--- src/rtl/dds_adc_pkg.sv ---
// rtl/dds_adc_pkg.sv - shared types and defaults for the DDS x ADC I/Q scheduler
package dds_adc_pkg;
   localparam int MUL_LAT = 3;
   localparam int ACC_W   = 48;
   localparam int LEN_W   = 16;

   typedef enum logic [1:0] {IDLE, RUN, DRAIN, DONE} state_t;

   typedef struct packed {
      logic vld;
      logic is_q;
   } tag_t;
endpackage

--- src/rtl/dds_adc_iq_sched_if.sv ---
// rtl/dds_adc_iq_sched_if.sv - control, sample, multiplier and result bundle of the I/Q scheduler
interface dds_adc_iq_sched_if #(
   parameter int ACC_W = dds_adc_pkg::ACC_W,
   parameter int LEN_W = dds_adc_pkg::LEN_W
);
   logic                    start;
   logic                    abort;
   logic        [LEN_W-1:0] acc_len;
   logic                    in_valid;
   logic                    in_ready;
   logic signed [31:0]      dds_sin;
   logic signed [31:0]      dds_cos;
   logic signed [11:0]      adc;
   logic signed [31:0]      mul_a;
   logic signed [11:0]      mul_y;
   logic signed [31:0]      mul_p;
   logic                    busy;
   logic                    out_valid;
   logic signed [ACC_W-1:0] i_sum;
   logic signed [ACC_W-1:0] q_sum;
   logic                    ovf;

   modport master (
      output start, abort, acc_len, in_valid, dds_sin, dds_cos, adc, mul_p,
      input  in_ready, mul_a, mul_y, busy, out_valid, i_sum, q_sum, ovf
   );

   modport slave (
      input  start, abort, acc_len, in_valid, dds_sin, dds_cos, adc, mul_p,
      output in_ready, mul_a, mul_y, busy, out_valid, i_sum, q_sum, ovf
   );
endinterface

--- src/rtl/sat_acc.sv ---
// rtl/sat_acc.sv - signed saturating accumulator with sticky saturation flag
module sat_acc #(
   parameter int W = 48
) (
   input  logic                clk,
   input  logic                rst,
   input  logic                clr,
   input  logic                en,
   input  logic signed [W-1:0] din,
   output logic signed [W-1:0] acc,
   output logic                sat
);
   logic [W:0] sum;

   // One guard bit: overflow whenever the guard and sign bits disagree
   always_comb sum = {acc[W-1], acc} + {din[W-1], din};

   always_ff @(posedge clk or posedge rst) begin
      if (rst) begin
         acc <= '0;
         sat <= 1'b0;
      end else if (clr) begin
         acc <= '0;
         sat <= 1'b0;
      end else if (en) begin
         if (sum[W] != sum[W-1]) begin
            acc <= sum[W] ? {1'b1, {(W-1){1'b0}}} : {1'b0, {(W-1){1'b1}}};
            sat <= 1'b1;
         end else begin
            acc <= sum[W-1:0];
         end
      end
   end
endmodule

--- src/rtl/dds_adc_iq_sched.sv ---
// rtl/dds_adc_iq_sched.sv - shares one 32x12 multiplier between sin*adc and cos*adc, accumulates I/Q sums
module dds_adc_iq_sched #(
   parameter int MUL_LAT = dds_adc_pkg::MUL_LAT,
   parameter int ACC_W   = dds_adc_pkg::ACC_W,
   parameter int LEN_W   = dds_adc_pkg::LEN_W
) (
   input logic              clk,
   input logic              rst,
   dds_adc_iq_sched_if.slave bus
);
   import dds_adc_pkg::*;

   state_t                  state;
   logic        [LEN_W-1:0] len;
   logic        [LEN_W-1:0] issued;
   logic        [LEN_W-1:0] retired;
   logic                    phase;
   logic signed [31:0]      cos_q;
   logic signed [11:0]      adc_q;
   tag_t                    tag_pipe [MUL_LAT];
   tag_t                    tag_in;
   tag_t                    tag_out;
   logic                    accept;
   logic                    go;
   logic                    pipe_empty;
   logic signed [ACC_W-1:0] prod_ext;
   logic signed [ACC_W-1:0] i_acc;
   logic signed [ACC_W-1:0] q_acc;
   logic                    i_sat;
   logic                    q_sat;

   assign bus.in_ready = (state == RUN) && !phase && (issued < len);
   assign bus.busy     = (state != IDLE);
   assign accept       = bus.in_valid && bus.in_ready;
   assign go           = (state == IDLE) && bus.start && !bus.abort;
   assign tag_out      = tag_pipe[MUL_LAT-1];
   assign prod_ext     = {{(ACC_W-32){bus.mul_p[31]}}, bus.mul_p};

   // Phase 1 re-issues the latched sample against cosine; idle slots present zeros
   always_comb begin
      bus.mul_a   = '0;
      bus.mul_y   = '0;
      tag_in.vld  = accept || phase;
      tag_in.is_q = phase;
      if (phase) begin
         bus.mul_a = cos_q;
         bus.mul_y = adc_q;
      end else if (accept) begin
         bus.mul_a = bus.dds_sin;
         bus.mul_y = bus.adc;
      end
   end

   always_comb begin
      pipe_empty = 1'b1;
      for (int k = 0; k < MUL_LAT; k++) begin
         if (tag_pipe[k].vld) pipe_empty = 1'b0;
      end
   end

   sat_acc #(.W(ACC_W)) u_i_acc (
      .clk (clk),
      .rst (rst),
      .clr (go),
      .en  (tag_out.vld && !tag_out.is_q && !bus.abort),
      .din (prod_ext),
      .acc (i_acc),
      .sat (i_sat)
   );

   sat_acc #(.W(ACC_W)) u_q_acc (
      .clk (clk),
      .rst (rst),
      .clr (go),
      .en  (tag_out.vld && tag_out.is_q && !bus.abort),
      .din (prod_ext),
      .acc (q_acc),
      .sat (q_sat)
   );

   always_ff @(posedge clk or posedge rst) begin
      if (rst) begin
         state         <= IDLE;
         len           <= '0;
         issued        <= '0;
         retired       <= '0;
         phase         <= 1'b0;
         cos_q         <= '0;
         adc_q         <= '0;
         bus.out_valid <= 1'b0;
         bus.i_sum     <= '0;
         bus.q_sum     <= '0;
         bus.ovf       <= 1'b0;
         for (int k = 0; k < MUL_LAT; k++) tag_pipe[k] <= '0;
      end else begin
         bus.out_valid <= 1'b0;
         phase         <= accept;
         tag_pipe[0]   <= tag_in;
         for (int k = 1; k < MUL_LAT; k++) tag_pipe[k] <= tag_pipe[k-1];
         if (accept) begin
            cos_q  <= bus.dds_cos;
            adc_q  <= bus.adc;
            issued <= issued + 1'b1;
         end
         if (tag_out.vld && tag_out.is_q) retired <= retired + 1'b1;

         // Abort drops everything in flight but leaves the last reported result alone
         if (bus.abort) begin
            state <= IDLE;
            phase <= 1'b0;
            for (int k = 0; k < MUL_LAT; k++) tag_pipe[k] <= '0;
         end else begin
            case (state)
               IDLE: if (bus.start) begin
                  state   <= RUN;
                  len     <= (bus.acc_len == '0) ? LEN_W'(1) : bus.acc_len;
                  issued  <= '0;
                  retired <= '0;
               end
               RUN: if (issued == len && !phase) state <= DRAIN;
               DRAIN: if (retired == len && pipe_empty) begin
                  state         <= DONE;
                  bus.out_valid <= 1'b1;
                  bus.i_sum     <= i_acc;
                  bus.q_sum     <= q_acc;
                  bus.ovf       <= i_sat | q_sat;
               end
               DONE: state <= IDLE;
               default: state <= IDLE;
            endcase
         end
      end
   end
endmodule
--- src/flat_wrapper.sv ---
// flat-port wrapper written by rule: the top's interface ports become plain ports
module dds_adc_iq_sched_flat import dds_adc_pkg::*;
#(
   parameter int MUL_LAT = dds_adc_pkg::MUL_LAT,
   parameter int ACC_W   = dds_adc_pkg::ACC_W,
   parameter int LEN_W   = dds_adc_pkg::LEN_W
)
  (clk, rst, bus_start, bus_abort, bus_acc_len, bus_in_valid, bus_dds_sin, bus_dds_cos, bus_adc, bus_mul_p, bus_in_ready, bus_mul_a, bus_mul_y, bus_busy, bus_out_valid, bus_i_sum, bus_q_sum, bus_ovf);
  dds_adc_iq_sched_if #(.ACC_W(ACC_W), .LEN_W(LEN_W)) bus_i ();
  input logic clk;
  input logic rst;
  input wire logic [$bits(bus_i.start)-1:0] bus_start;
  input wire logic [$bits(bus_i.abort)-1:0] bus_abort;
  input wire logic [$bits(bus_i.acc_len)-1:0] bus_acc_len;
  input wire logic [$bits(bus_i.in_valid)-1:0] bus_in_valid;
  input wire logic [$bits(bus_i.dds_sin)-1:0] bus_dds_sin;
  input wire logic [$bits(bus_i.dds_cos)-1:0] bus_dds_cos;
  input wire logic [$bits(bus_i.adc)-1:0] bus_adc;
  input wire logic [$bits(bus_i.mul_p)-1:0] bus_mul_p;
  output wire logic [$bits(bus_i.in_ready)-1:0] bus_in_ready;
  output wire logic [$bits(bus_i.mul_a)-1:0] bus_mul_a;
  output wire logic [$bits(bus_i.mul_y)-1:0] bus_mul_y;
  output wire logic [$bits(bus_i.busy)-1:0] bus_busy;
  output wire logic [$bits(bus_i.out_valid)-1:0] bus_out_valid;
  output wire logic [$bits(bus_i.i_sum)-1:0] bus_i_sum;
  output wire logic [$bits(bus_i.q_sum)-1:0] bus_q_sum;
  output wire logic [$bits(bus_i.ovf)-1:0] bus_ovf;
  assign bus_i.start = bus_start;
  assign bus_i.abort = bus_abort;
  assign bus_i.acc_len = bus_acc_len;
  assign bus_i.in_valid = bus_in_valid;
  assign bus_i.dds_sin = bus_dds_sin;
  assign bus_i.dds_cos = bus_dds_cos;
  assign bus_i.adc = bus_adc;
  assign bus_i.mul_p = bus_mul_p;
  assign bus_in_ready = bus_i.in_ready;
  assign bus_mul_a = bus_i.mul_a;
  assign bus_mul_y = bus_i.mul_y;
  assign bus_busy = bus_i.busy;
  assign bus_out_valid = bus_i.out_valid;
  assign bus_i_sum = bus_i.i_sum;
  assign bus_q_sum = bus_i.q_sum;
  assign bus_ovf = bus_i.ovf;
  dds_adc_iq_sched #(.MUL_LAT(MUL_LAT), .ACC_W(ACC_W), .LEN_W(LEN_W)) u_core (.clk(clk), .rst(rst), .bus(bus_i));
endmodule
--- config.mk ---
export PLATFORM = sky130hd
export DESIGN_NAME = dds_adc_iq_sched_flat
export DESIGN_NICKNAME = d
export VERILOG_FILES = /design/src/rtl/dds_adc_pkg.sv /design/src/rtl/dds_adc_iq_sched_if.sv /design/src/rtl/sat_acc.sv /design/src/rtl/dds_adc_iq_sched.sv /design/src/flat_wrapper.sv
export SDC_FILE = /design/constraint.sdc
export NUM_CORES = 1
export LEC_CHECK = 0
export CAP_MARGIN = 10
export CORE_MARGIN = 1.5
export CORE_UTILIZATION = 56
export DETAILED_ROUTE_END_ITERATION = 16
export PLACE_DENSITY = 0.82
export SLEW_MARGIN = 20
export SYNTH_ARGS = -nofsm -noshare
export SYNTH_HDL_FRONTEND = slang
export SYNTH_HIERARCHICAL = 1
export SYNTH_SLANG_ARGS = --single-unit
export TNS_END_PERCENT = 20
--- constraint.sdc ---
create_clock -name clk -period 6.78 [get_ports clk]
set_clock_uncertainty 0.15 [all_clocks]
set_input_delay 0.678 -clock clk [delete_from_list [all_inputs] [get_ports clk]]
set_output_delay 0.678 -clock clk [all_outputs]
set_load 0.1 [all_outputs]
==> out/results.txt, run 1 <==
vias: 15,761
EDFF count, synth: 0
die footprint: 34,100 µm²
# Post-CTS Setup Buffers: 0
status: finished, final reports clean
Buffers on Ports: 272
period utilization: 79.5%
Synth area leader: dfrtp_1
Final #Nets: 2,406
CP required: 5.95 ns
htree depth: 2
Post-Syn Area: 18,500 µm²
Yosys cell types: 95
Sw Ratio: 35.1%
routed vias/inst: 6.01
worst path buffer plus inverter count: 3
CTS tree: done
drt wl/cell: 19.0 µm
vias in the first global route: 15,487
Placer Congestion: 0.980
final hold violation count: 0
antenna violations before repair: 0
Startpoint Class: flop
width of the chip: 185 µm
max_cap viols: 0
Reg area: 7430 µm²
worst vdd ir: 0.210 mV
P per Cell Area: 265 nW/µm²
All-Layer GR Usage: 29.6%
arrival time at the worst endpoint: 4.56 ns
hold_ws: 0.328 ns
CTS Buf Count: 35
Pins Over Slew Limit: 0
sequential-to-total area share from yosys stat: 40.2%
Synth async-reset ratio: 100%
HPWL after detailed placement: 36.4 mm
largest stage delay on the critical path: 1.15 ns
Int Power: 3.92 mW
sequential share of power: 35.7%
CP max-delay cell: clkdlybuf4s50_1
fmax: 0.186 GHz
IO Pins: 273
M2 GR Usage: 50.3%
total detailed-routing wirelength: 49.9 mm
top cells by area, synth: dfrtp_1 (40%), mux2_2 (8.3%), ha_1 (7.9%)
grt met1 use: 38.9%
cells along the critical path: inv_1 > ha_1 > a21oi_1 > o21ai_0 > o2bb2ai_1 > nor3_2 > buf_12 > a22o_1 > clkdlybuf4s50_1
Hold WC Path Type: reg -> reg
Area growth syn-to-layout: 23.4%
Antenna Cells: 0
syn nets: 2,169
Die Height: 185 µm
Mapped Cells: 1,921
Remaining Overflow, GRT: 0
1st-iter DRT viols: 1,208
met3 Use GR: 3.79%
share of layout cells above drive strength 1: 13.2%
crit-path max FO: 79
area occupied by multi-input gates: 10,500 µm²
number of core rows: 66
Worst-path clk slew: 0.06 ns
Yosys Warn Count: 6
filler cell count: 2,507
worst skew pair latency: 0.53 ns
top cell family by delay on the critical path: buffers and inverters
Post-DRT Antenna Nets: 0
first-pass GRT wire length: 80.2 mm
aggregate negative setup slack: 0 ns
maximum number of pins on one net before global-route repair: 125
P_leak: 10.5 nW
slew at the pin closest to its max-slew limit: 1.07 ns
# hold bufs at CTS: 0
CTS Root Cell: clkbuf_16
power share of the combinational group: 30.9%
top cell type's share of synthesized area: 40.2%
#FFs+latches synth: 297
Final setup viols: 0
Remaining DRCs: 0
Most used DFF post-synth: dfrtp_1
unrepaired setup endpoints after global routing: no
min Tclk post-route: 5.39 ns
CTS max path bufs: 3
critical path class: reg -> out
Num Clock Sinks: 297
clock share of power: 33.4%
Crit. End Element: primary output
NetSw: 2.12 mW
Slew HR: 28.5%
syn_area_per_cell: 9.62 µm²
DR pass1 iterations: 7
Resized cells post-CTS: 0
Starting Density: 56.8%
Core Area: 32,500 µm²
GRT Max-Usage Layer: met2
cells in the mapped netlist (5+ instances only):
cell type / number
and2_1: 8
a21oi_1: 125
o31ai_1: 10
inv_1: 48
nand4_1: 32
o21ai_2: 32
nand3b_1: 6
mux2_1: 5
o21bai_1: 19
dfrtp_1: 297
nand2_1: 209
a21boi_0: 5
clkbuf_1: 53
a22o_1: 44
nor2_1: 182
nand3_1: 25
nor2b_1: 16
nor3_1: 18
a221o_1: 7
and3_1: 12
nor4_1: 11
o21ai_1: 45
a41oi_1: 5
a31oi_1: 12
ha_1: 117
or3_1: 14
xor2_1: 46
o21ai_0: 91
mux2_2: 136
a21o_1: 40
o211ai_1: 18
a211oi_1: 15
o21a_1: 16
buf_2: 26
nand2b_1: 7
xnor2_1: 69
final cells by class:
type                            count  share of cell area (%)
Clock inverter                     17                    1.14
Timing Repair Buffer              288                    12.6
Tap cell                          442                    2.42
Multi-Input combinational cell   1486                    46.0
Clock buffer                       43                    4.29
Inverter                           50                   0.872
Sequential cell                   297                    32.6
registers in the layout (all words and copies together), names as in the netlist, 2 cells and up:
name	cells
u_core/tag_pipe	4
u_core/len	16
u_core/u_i_acc/acc	48
u_core/adc_q	12
u_core/u_q_acc/acc	48
u_core/state	2
u_core/issued	16
u_core/cos_q	32
u_core/bus.q_sum	48
u_core/bus.i_sum	48
u_core/retired	16
u_core/tag_out	2
final timing paths:
check,slack [ns],to,cells past startpoint,from
min in group asynchronous,0.64,u_core/bus.q_sum[27],2,rst
max in group asynchronous,4.67,u_core/cos_q[28],3,rst
min,0.33,u_core/tag_out[0],1,u_core/tag_pipe[2]
max reg2reg,2.06,u_core/u_q_acc/acc[41],12,u_core/u_q_acc/acc[1]
max,1.39,bus_mul_a[5],9,u_core/len[7]
min reg2reg,0.33,u_core/tag_out[0],1,u_core/tag_pipe[2]
layout by cell type, fill, tap and decap left out, types with 8 or more instances in the layout:
cell type,count
a211oi_1,15
a21o_1,40
a21oi_1,125
a22o_1,44
a31oi_1,12
and2_1,8
and3_1,12
buf_4,12
clkbuf_16,37
clkdlybuf4s50_1,272
dfrtp_1,297
ha_1,117
inv_1,45
mux2_2,136
nand2_1,209
nand3_1,25
nand4_1,32
nor2_1,180
nor2b_1,16
nor3_1,17
nor4_1,9
o211ai_1,18
o21a_1,16
o21ai_0,91
o21ai_1,45
o21ai_2,32
o21bai_1,19
o31ai_1,10
or3_1,14
xnor2_1,69
xor2_1,45
power by group through the flow:
| stage | combinational [mW] | sequential, mW | clock, mW |
|---|---|---|---|
| final | 1.87 | 2.15 | 2.02 |
| after global routing | 2.01 | 2.18 | 2.13 |
| after CTS | 1.85 | 2.15 | 2.06 |
| after detailed placement | 1.83 | 2.18 | 0 |
| after global placement | 1.80 | 2.17 | 0 |
| after floorplan | 1.43 | 2.13 | 0 |
layer usage:
metal  share of wire (%)  wire length, µm
met4                 2.7             1370
met1                  43            21300
met3                 5.5             2740
met2                  49            24600
met5                   0                0
through the flow:
step	cell area (µm²)	worst slack, ns	std cells	power [mW]	util [%]
after global placement	21500	1.44	2561	3.97	66.1
after detailed placement	21500	1.36	2561	4.02	66.1
after global routing	22800	1.13	2623	6.32	70.1
after floorplan	18500	0.526	1921	3.56	-
final	22800	1.39	2623	6.04	70.1
after CTS	22800	1.41	2621	6.07	69.9
logic make-up (layout without fill, tap and decap cells):
group / count (synthesis) / after routing / share of synthesized area, %
adder cells (fa/ha/maj): 119 / 119 / 8.14
XOR/XNOR: 116 / 116 / 5.54
buffers and inverters: 138 / 398 / 3.31
AND/OR/NAND/NOR: 571 / 571 / 14.2
AO/OA/AOI/OAI: 537 / 537 / 19.8
multiplexers: 143 / 143 / 8.77
flip-flops: 297 / 297 / 40.2
No activity file was read; power rests on OpenSTA's default activity.
==> inputs of run 2 (changes only) <==
Settings changed: CORE_UTILIZATION 56 to 50, PLACE_DENSITY 0.82 to 0.77.
Clock period 6.78 ns to 4.9 ns, I/O delays scaled along.
==> out/results.txt, run 2 (same netlist as run 1, synthesis figures left out) <==
worst vdd ir: 0.264 mV (+26%)
max_cap viols: 0 (unchanged)
drt wl/cell: 19.2 µm (+0.84%)
status: finished, final reports clean
CP required: 5.14 ns (-0.81 ns)
Sw Ratio: 35.6% (+0.50 points)
htree depth: 2 (unchanged)
Remaining DRCs: 0 (unchanged)
period utilization: 91.0%
1st-iter DRT viols: 948 (-22%)
slew at the pin closest to its max-slew limit: 1.10 ns (+0.0353 ns)
Post-DRT Antenna Nets: 0 (unchanged)
die footprint: 38,100 µm² (+12%)
CTS max path bufs: 3 (unchanged)
Worst Min Path Start: u_core/tag_pipe[2]
P per Cell Area: 362 nW/µm² (+37%)
aggregate negative setup slack: 0 ns (unchanged)
number of core rows: 70 (+6.1%)
commonest non-fill, non-tap cells in the layout: dfrtp_1 (297), clkdlybuf4s50_1 (227), nand2_1 (209)
HPWL after detailed placement: 38.0 mm (+4.5%)
Starting Density: 50.6% (-6.2 points)
# hold bufs at CTS: 0 (unchanged)
NetSw: 2.94 mW (+39%)
Die Height: 195 µm (+5.7%)
R2R setup slack: 0.44 ns (-1.62 ns)
routed vias/inst: 5.81 (-3.3%)
unrepaired setup endpoints after global routing: no
vias: 15,517 (-1.5%)
first-pass GRT wire length: 81.9 mm (+2.0%)
Crit. End Element: flop
Worst-path clk slew: 0.06 ns (about the same)
total detailed-routing wirelength: 51.3 mm (+2.6%)
Placer Congestion: 0.954 (-2.7%)
maximum number of pins on one net before global-route repair: 147 (+18%)
fmax: 0.224 GHz
Resized cells post-CTS: 0 (unchanged)
Final Power: 8.27 mW (+37%)
vias in the first global route: 15,445 (-0.27%)
final hold violation count: 0 (unchanged)
Pins Over Slew Limit: 0 (unchanged)
Slew HR: 25.7% (-2.8 points)
Final #Nets: 2,423 (+0.71%)
worst reg2reg startpoint: u_core/u_q_acc/acc[1]
IO Pins: 273 (unchanged)
worst skew pair latency: 0.55 ns (+0.02 ns)
Core Area: 36,500 µm² (+12%)
DR pass1 iterations: 6 (-1)
critical path class: reg -> reg
width of the chip: 195 µm (+5.7%)
Final setup viols: 0 (unchanged)
Hold WC Path Type: reg -> reg
Area growth syn-to-layout: 23.6%
arrival time at the worst endpoint: 4.70 ns (+0.14 ns)
Int Power: 5.33 mW (+36%)
CTS Root Cell: clkbuf_16
antenna violations before repair: 0 (unchanged)
P_leak: 10.7 nW (+1.7%)
Antenna Cells: 0 (unchanged)
CTS tree: done
commonest non-fill, non-tap cell in the layout: dfrtp_1
# Post-CTS Setup Buffers: 0 (unchanged)
crit-path max FO: 37 (-53%)
Remaining Overflow, GRT: 0 (unchanged)
Setup crit start: u_core/u_q_acc/acc[1]
WHS Path Cells: 1 (unchanged)
Startpoint Class: flop
Num Clock Sinks: 297 (unchanged)
share of layout cells above drive strength 1: 15.8% (+2.6 points)
clock share of power: 32.9% (-0.5 points)
Buffers on Ports: 272 (unchanged)
All-Layer GR Usage: 26.8% (-2.8 points)
sequential share of power: 36.0% (+0.3 points)
min Tclk post-route: 4.46 ns
power share of the combinational group: 31.1% (+0.2 points)
CTS Buf Count: 35 (unchanged)
worst-case reg-to-reg path depth: 11 (-1)
-- run 2: cell count changes in the layout (fill, tap and decap cells not counted), sizes merged --
cell and change:
inv -1, clkdlybuf4s50 -45, bufinv -3, clkbuf +9, clkinv +1, buf +62, clkinvlp -2
-- run 2: area by class of cell --
cell class	instances	area, µm²
Multi-Input combinational cell	1486	10500
Clock inverter	12	156
Fill cell	3032	13700
Inverter	50	193
Sequential cell	297	7430
Timing Repair Buffer	305	2920
Tap cell	468	586
Clock buffer	52	1060
-- run 2: path summary, 6_finish.rpt --
check,end
min in group asynchronous,u_core/bus.q_sum[26]
setup / recovery,u_core/u_q_acc/acc[35]
hold / removal,u_core/tag_out[0]
hold reg to reg,u_core/tag_out[0]
max in group asynchronous,u_core/bus.q_sum[35]
setup reg to reg,u_core/u_q_acc/acc[35]
-- run 2: power groups by stage --
stage | logic, mW | clock network [mW] | registers, mW
floorplan | 1.98 | 0 | 2.94
global placement | 2.49 | 0 | 3.01
detailed placement | 2.55 | 0 | 3.02
CTS | 2.56 | 2.79 | 2.98
global route | 2.76 | 2.89 | 3.02
finish | 2.57 | 2.72 | 2.98
-- run 2: worst max-delay path, cell delays in order, from the launching register on --
cell and delay [ns]:
dfrtp_1 0.45, ha_1 0.32, a211oi_1 0.29, o211ai_1 0.22, a211oi_1 0.39, a2111oi_0 0.20
a31oi_1 0.32, a21oi_1 0.16, o41ai_2 0.78, mux2i_4 0.45, buf_4 0.43, o21ai_1 0.13
-- run 2: per-layer routing --
metal / global-route usage, % / wire (µm) / up-vias
li1: - / - / 7440
met1: 35.9 / 22700 / 7591
met2: 45.0 / 25000 / 414
met3: 3.66 / 2360 / 72
met4: 8.33 / 1170 / 0
met5: 0 / 0 / -
-- run 2: per-stage QoR --
step           cells  util [%]  setup slack (ns)  instance area (µm²)  hold WS, ns
2_1_floorplan   1921         -              1.17                18500        0.289
3_3_place_gp    2605      59.1             0.106                21600        0.297
3_5_place_dp    2606      59.2            0.0431                21600        0.312
4_1_cts         2670      62.5             0.501                22800        0.329
5_1_grt         2670      62.5             0.197                22800        0.334
6_report        2670      62.5             0.440                22800        0.322
